`config.mk`:
```
export PLATFORM = sky130hd
export DESIGN_NAME = param_combination_lock
export DESIGN_NICKNAME = d
export VERILOG_FILES = /design/src/rtl/param_combination_lock.sv
export SDC_FILE = /design/constraint.sdc
export NUM_CORES = 1
export LEC_CHECK = 0
export CAP_MARGIN = 20
export CORE_AREA = 2 2 113 82
export CTS_BUF_LIST = sky130_fd_sc_hd__clkbuf_8
export DETAILED_ROUTE_END_ITERATION = 16
export DIE_AREA = 0 0 115 84
export PLACE_DENSITY = 0.77
export RECOVER_POWER = 25
export SLEW_MARGIN = 20
export SYNTH_ARGS = -nofsm -noshare
export SYNTH_HDL_FRONTEND = slang
export SYNTH_SLANG_ARGS = --single-unit
```
`constraint.sdc`:
```
create_clock -name clk -period 3 [get_ports clk]
set_input_delay 0.3 -clock clk [delete_from_list [all_inputs] [get_ports clk]]
set_output_delay 0.3 -clock clk [all_outputs]
set_load 0.005 [all_outputs]
```
`src/rtl/param_combination_lock.sv`:
```
// Parametrised combination lock: digit entry, retry counter with timed lockout, confirmed password change.
// Latency: the final digit's ent edge enters CHECK/CONF_CHECK; the next edge enters the result state and pulses ok/err.
// Backpressure: none; ent/clr/change are single-cycle pulses, and the states that cannot use them ignore them.
module param_combination_lock #(
    parameter int DIGITS         = 4,
    parameter int DIGIT_W        = 4,
    parameter int MAX_TRIES      = 3,
    parameter int LOCKOUT_CYCLES = 16,
    parameter logic [DIGITS*DIGIT_W-1:0] RESET_CODE = '0
) (
    input  logic                      clk,
    input  logic                      rst,
    input  logic [DIGIT_W-1:0]        sw,
    input  logic                      ent,
    input  logic                      clr,
    input  logic                      change,
    output logic [2:0]                mode,
    output logic [3:0]                digit_idx,
    output logic [DIGITS*DIGIT_W-1:0] entry,
    output logic [3:0]                fails,
    output logic                      unlocked,
    output logic                      lockout,
    output logic                      ok,
    output logic                      err
);

    localparam int CW = DIGITS * DIGIT_W;

    localparam logic [2:0] S_LOCKED     = 3'd0;
    localparam logic [2:0] S_ENTER      = 3'd1;
    localparam logic [2:0] S_CHECK      = 3'd2;
    localparam logic [2:0] S_OPEN       = 3'd3;
    localparam logic [2:0] S_NEW        = 3'd4;
    localparam logic [2:0] S_CONFIRM    = 3'd5;
    localparam logic [2:0] S_CONF_CHECK = 3'd6;
    localparam logic [2:0] S_LOCKOUT    = 3'd7;

    localparam logic [3:0]  LAST_IDX  = 4'(DIGITS - 1);
    localparam logic [3:0]  TRY_LIMIT = 4'(MAX_TRIES);
    localparam logic [23:0] LOCK_LOAD = 24'(LOCKOUT_CYCLES - 1);

    logic [2:0]    state_q,   state_n;
    logic [3:0]    idx_q,     idx_n;
    logic [CW-1:0] entry_q,   entry_n;
    logic [CW-1:0] shadow_q,  shadow_n;
    logic [CW-1:0] pw_q,      pw_n;
    logic [3:0]    fails_q,   fails_n;
    logic [23:0]   timer_q,   timer_n;
    logic          ok_q,      ok_n;
    logic          err_q,     err_n;
    logic          unlock_q,  unlock_n;
    logic          lockout_q, lockout_n;

    logic [CW-1:0] entry_cap;
    logic [CW-1:0] shadow_cap;
    logic          last;
    logic [3:0]    fails_inc;

    assign last      = (idx_q == LAST_IDX);
    assign fails_inc = fails_q + 4'd1;

    // Place sw into the digit slot selected by idx_q (digit 0 sits in the MSBs).
    always_comb begin
        entry_cap  = entry_q;
        shadow_cap = shadow_q;
        for (int i = 0; i < DIGITS; i++) begin
            if (4'(i) == idx_q) begin
                entry_cap[(DIGITS-1-i)*DIGIT_W +: DIGIT_W]  = sw;
                shadow_cap[(DIGITS-1-i)*DIGIT_W +: DIGIT_W] = sw;
            end
        end
    end

    // Next-state and datapath update for every mode.
    always_comb begin
        state_n  = state_q;
        idx_n    = idx_q;
        entry_n  = entry_q;
        shadow_n = shadow_q;
        pw_n     = pw_q;
        fails_n  = fails_q;
        timer_n  = timer_q;
        ok_n     = 1'b0;
        err_n    = 1'b0;

        case (state_q)
            S_LOCKED: begin
                if (ent) begin
                    entry_n = entry_cap;
                    if (last) begin
                        state_n = S_CHECK;
                    end else begin
                        idx_n   = idx_q + 4'd1;
                        state_n = S_ENTER;
                    end
                end
            end
            S_ENTER: begin
                if (clr) begin
                    state_n = S_LOCKED;
                    entry_n = '0;
                    idx_n   = 4'd0;
                end else if (ent) begin
                    entry_n = entry_cap;
                    if (last) state_n = S_CHECK;
                    else      idx_n   = idx_q + 4'd1;
                end
            end
            S_CHECK: begin
                entry_n = '0;
                idx_n   = 4'd0;
                if (entry_q == pw_q) begin
                    state_n = S_OPEN;
                    fails_n = 4'd0;
                    ok_n    = 1'b1;
                end else begin
                    err_n   = 1'b1;
                    fails_n = fails_inc;
                    if (fails_inc >= TRY_LIMIT) begin
                        state_n = S_LOCKOUT;
                        timer_n = LOCK_LOAD;
                    end else begin
                        state_n = S_LOCKED;
                    end
                end
            end
            S_LOCKOUT: begin
                if (timer_q == 24'd0) begin
                    state_n = S_LOCKED;
                    fails_n = 4'd0;
                end else begin
                    timer_n = timer_q - 24'd1;
                end
            end
            S_OPEN: begin
                // change takes precedence over a relock request in the same cycle
                if (change) begin
                    state_n = S_NEW;
                    entry_n = '0;
                    idx_n   = 4'd0;
                end else if (ent) begin
                    state_n = S_LOCKED;
                end
            end
            S_NEW: begin
                if (clr) begin
                    state_n  = S_OPEN;
                    shadow_n = '0;
                    entry_n  = '0;
                    idx_n    = 4'd0;
                end else if (ent) begin
                    shadow_n = shadow_cap;
                    if (last) begin
                        state_n = S_CONFIRM;
                        entry_n = '0;
                        idx_n   = 4'd0;
                    end else begin
                        idx_n = idx_q + 4'd1;
                    end
                end
            end
            S_CONFIRM: begin
                if (clr) begin
                    state_n  = S_OPEN;
                    shadow_n = '0;
                    entry_n  = '0;
                    idx_n    = 4'd0;
                end else if (ent) begin
                    entry_n = entry_cap;
                    if (last) state_n = S_CONF_CHECK;
                    else      idx_n   = idx_q + 4'd1;
                end
            end
            S_CONF_CHECK: begin
                if (entry_q == shadow_q) begin
                    pw_n = shadow_q;
                    ok_n = 1'b1;
                end else begin
                    err_n = 1'b1;
                end
                state_n  = S_OPEN;
                entry_n  = '0;
                shadow_n = '0;
                idx_n    = 4'd0;
            end
            default: begin
                state_n = S_LOCKED;
                entry_n = '0;
                idx_n   = 4'd0;
            end
        endcase
    end

    // Status flags are derived from the next state so they register alongside mode.
    always_comb begin
        unlock_n  = (state_n == S_OPEN) || (state_n == S_NEW) ||
                    (state_n == S_CONFIRM) || (state_n == S_CONF_CHECK);
        lockout_n = (state_n == S_LOCKOUT);
    end

    // State registers; reset also restores the factory password.
    always_ff @(posedge clk or negedge rst) begin
        if (!rst) begin
            state_q   <= S_LOCKED;
            idx_q     <= 4'd0;
            entry_q   <= '0;
            shadow_q  <= '0;
            pw_q      <= RESET_CODE;
            fails_q   <= 4'd0;
            timer_q   <= 24'd0;
            ok_q      <= 1'b0;
            err_q     <= 1'b0;
            unlock_q  <= 1'b0;
            lockout_q <= 1'b0;
        end else begin
            state_q   <= state_n;
            idx_q     <= idx_n;
            entry_q   <= entry_n;
            shadow_q  <= shadow_n;
            pw_q      <= pw_n;
            fails_q   <= fails_n;
            timer_q   <= timer_n;
            ok_q      <= ok_n;
            err_q     <= err_n;
            unlock_q  <= unlock_n;
            lockout_q <= lockout_n;
        end
    end

    assign mode      = state_q;
    assign digit_idx = idx_q;
    assign entry     = entry_q;
    assign fails     = fails_q;
    assign unlocked  = unlock_q;
    assign lockout   = lockout_q;
    assign ok        = ok_q;
    assign err       = err_q;

endmodule
```
==> results by group <==
Run status
  • Status: finished with violations
  • Violated checks: capacitance limit, slew limit

Finish
  • Fin cells: 611
  • Antenna diode instance count: 0
  • Post-route cell area: 5500 sq um
  • Syn-to-layout area delta: 15.4%
  • Final-stage net count: 515
  • Leading cell types in the layout, fill and taps excluded: 87 x sky130_fd_sc_hd__dfrtp_1, 41 x sky130_fd_sc_hd__nor2_1, 38 x sky130_fd_sc_hd__clkdlybuf4s50_1
  • Share of cells above drive strength 1: 16.1%
  • Most common library cell in the layout ignoring fill and taps: sky130_fd_sc_hd__dfrtp_1
  • # fillers: 709

Worst setup path
  • Data arrival time at the worst-slack endpoint: 2.82 ns
  • Endpoint kind of the worst setup timing path: flip-flop
  • Category of the critical setup timing path: flip-flop to flip-flop
  • Crit path max fanout: 12
  • Crit start category: flip-flop
  • CP Data Required Time: 3.29 ns

Yosys
  • Post-synth ARST share: 100%
  • Cells after synthesis: 455
  • Sequential area share after synthesis: 45.7%
  • Count of unique library cells instantiated by Yosys: 58
  • Mapped Area: 4760 sq um
  • Most area-consuming cells after synthesis: sky130_fd_sc_hd__dfrtp_1 46%, sky130_fd_sc_hd__mux2_2 7.6%, sky130_fd_sc_hd__xnor2_1 6.3%, sky130_fd_sc_hd__mux2i_1 3.6%, sky130_fd_sc_hd__nor2_1 3.2%
  • Number of synthesized flops with an enable pin: 0
  • Portion of synthesized cell area occupied by the leading cell type: 45.7%
  • Warnings, synthesis: 0
  • Syn Nets: 472
  • Leading area contributor after synthesis: sky130_fd_sc_hd__dfrtp_1
  • Average instance area after synthesis: 10.5 sq um
  • Number of storage elements in the synthesis netlist: 87
  • Synth Flop Type: sky130_fd_sc_hd__dfrtp_1

Timing
  • Setup total negative slack: 0 ns
  • Setup repair after global routing missed its margin: false
  • Actual slew at the worst max-slew pin: 2.12 ns
  • Total of endpoints with negative setup slack in the final report: 0
  • Highest clock rate: 0.395 GHz
  • PnR worst setup slack: 0.470 ns
  • Max transition margin: -41.6%
  • Count of pins over their slew limit: 88
  • Worst clock skew: 0.0206 ns
  • Final min period: 2.53 ns
  • Final hold violations: 0
  • Period utilisation layout: 84.3%

Floorplan
  • Cell Rows: 29
  • Effective utilization at floorplan: 54.7%
  • Die Y: 84 um
  • # IOs: 40
  • Overall die area: 9660 sq um
  • Horiz. Die Dim: 115 um
  • Core Footprint: 8710 sq um

Global routing
  • Wire length of the first global-routing pass: 18500 um
  • Residual overflow from global routing: 0
  • Pin count of the biggest net entering global routing: 88
  • Vias in the first global route: 3621
  • All-layer global routing usage: 24.6%
  • Initial antenna violation count: 0

Power
  • Clock share of power: 15.9%
  • Peak supply drop: 0.421 mV
  • Sequential share of power: 36.2%
  • Net load switching power: 2.24 mW
  • Combinational share of power: 47.9%
  • Sw Ratio: 42.3%
  • Internal power of the cells: 3.05 mW
  • Leakage power summed over all cells: 2.43 nW
  • Power per cell area: 963 nW/um^2

Route
  • Vias per cell: 6.09
  • Vias post-DR: 3720
  • Pre-antenna DRT Iters: 5
  • Routed length per instance: 18.0 um
  • Drt total wl: 11000 um
  • Drt initial violations: 236
  • Detail Route Antenna Nets: 0
  • Number of remaining DRC errors: 0

Placement
  • IO buf count: 39
  • Placement Setup Slack: 0.500 ns
  • GP Congestion: 0.880
  • Number of placed instances, taps included: 595
  • Placed cell areas: 5300 sq um
  • Detail Placement HPWL: 7770 um

Clocking
  • Clock sink count: 87
  • Clock Latency Late Sink: 0.38 ns
  • Clock transition time at the flip-flop clock pins of the worst setup and hold paths: 0.10 ns
  • Clock H-tree levels: 3
  • Setup repair bufs after CTS: 0
  • Clock tree from TritonCTS: done
  • Clk root buf: sky130_fd_sc_hd__clkbuf_8
  • Total CTS buffers: 9
  • Max Buffers Root-to-Sink: 2
  • Number of buffers inserted by hold repair at cts: 0
  • Post-CTS sizing: 0

Worst hold path
  • Hold WC Path Type: primary input to asynchronous set/reset pin

Job
  • Number of max-cap violations: 1
==> critical path: stages (launching register included) <==
cell                      delay [ns]
sky130_fd_sc_hd__dfrtp_1        0.44
sky130_fd_sc_hd__or4_1          0.70
sky130_fd_sc_hd__nor2_1         0.33
sky130_fd_sc_hd__nand2_1        0.16
sky130_fd_sc_hd__buf_4          0.21
sky130_fd_sc_hd__or4_1          0.46
sky130_fd_sc_hd__a21oi_1        0.16
==> cells by family after synthesis <==
kind of cell | Yosys count | share of synthesized area [%]
AO/OA/AOI/OAI | 87 | 12.4
AND/OR/NAND/NOR | 154 | 18.4
XOR/XNOR | 40 | 7.36
adder cells (fa/ha/maj) | 8 | 2.10
flip-flops | 87 | 45.7
buffers and inverters | 30 | 2.84
multiplexers | 49 | 11.1
==> flip-flops by register name, indices dropped and copies added (netlist names) <==
signal     cells
entry         16
timer_q       24
ok             1
digit_idx      4
err            1
fails          4
shadow_q      16
lockout        1
mode           3
unlocked       1
pw_q          16
==> cells in the mapped netlist (all sizes together) (11+ instances only) <==
cell and instances:
a21oi 23, clkbuf 17, dfrtp 87, mux2 32, mux2i 17, nand2 17, nand4 11, nor2 41
o21ai 21, o31ai 13, or4 13, xnor2 34
==> power by group through the flow <==
stage               registers (mW)  logic (mW)  clock network (mW)
floorplan                     1.82        1.70                   0
global placement              1.90        2.43                   0
detailed placement            1.92        2.51                   0
CTS                           1.90        2.52               0.861
global route                  1.97        2.79               0.912
finish                        1.91        2.53               0.843
==> layout make-up <==
| cell class | instances | area [sq um] | share of cell area (%) |
|---|---|---|---|
| sequential | 87 | 2180 | 39.6 |
| timing repair buffer | 54 | 498 | 9.06 |
| clock buffer | 9 | 124 | 2.25 |
| clock inverter | 7 | 77.6 | 1.41 |
| tap | 108 | 135 | 2.46 |
| multi-input combinational | 338 | 2450 | 44.7 |
| inverter | 8 | 30.0 | 0.546 |
==> per-stage QoR <==
stage	utilization, %	power, mW	hold WS (ns)
2_1_floorplan	-	3.52	0.00441
3_3_place_gp	60.8	4.33	0.511
3_5_place_dp	60.8	4.43	0.521
4_1_cts	63.1	5.29	0.147
5_1_grt	63.1	5.68	0.555
6_report	63.1	5.29	0.526
==> path summary, 6_finish.rpt <==
path | cells past startpoint | slack, ns | end | start
setup / recovery | 6 | 0.47 | timer_q[19]$_DFFE_PN0P_ | timer_q[3]$_DFFE_PN0P_
hold / removal | 1 | 0.53 | entry[14]$_DFFE_PN0P_ | rst
setup reg to reg | 6 | 0.47 | timer_q[19]$_DFFE_PN0P_ | timer_q[3]$_DFFE_PN0P_
hold reg to reg | 1 | 0.54 | pw_q[3]$_DFFE_PN0P_ | pw_q[3]$_DFFE_PN0P_
max in group asynchronous | 1 | 1.21 | unlocked$_DFF_PN0_ | rst
min in group clk | 1 | 0.54 | pw_q[3]$_DFFE_PN0P_ | pw_q[3]$_DFFE_PN0P_
==> layer usage <==
layer,vias to the layer above,track usage [%],wire [um]
met3,8,4.65,519
met5,-,0,0
met1,1867,37.3,5460
met2,85,36.2,4930
met4,0,6.57,72
li1,1760,-,-
Note: power is estimated with default switching activity, not from simulation.
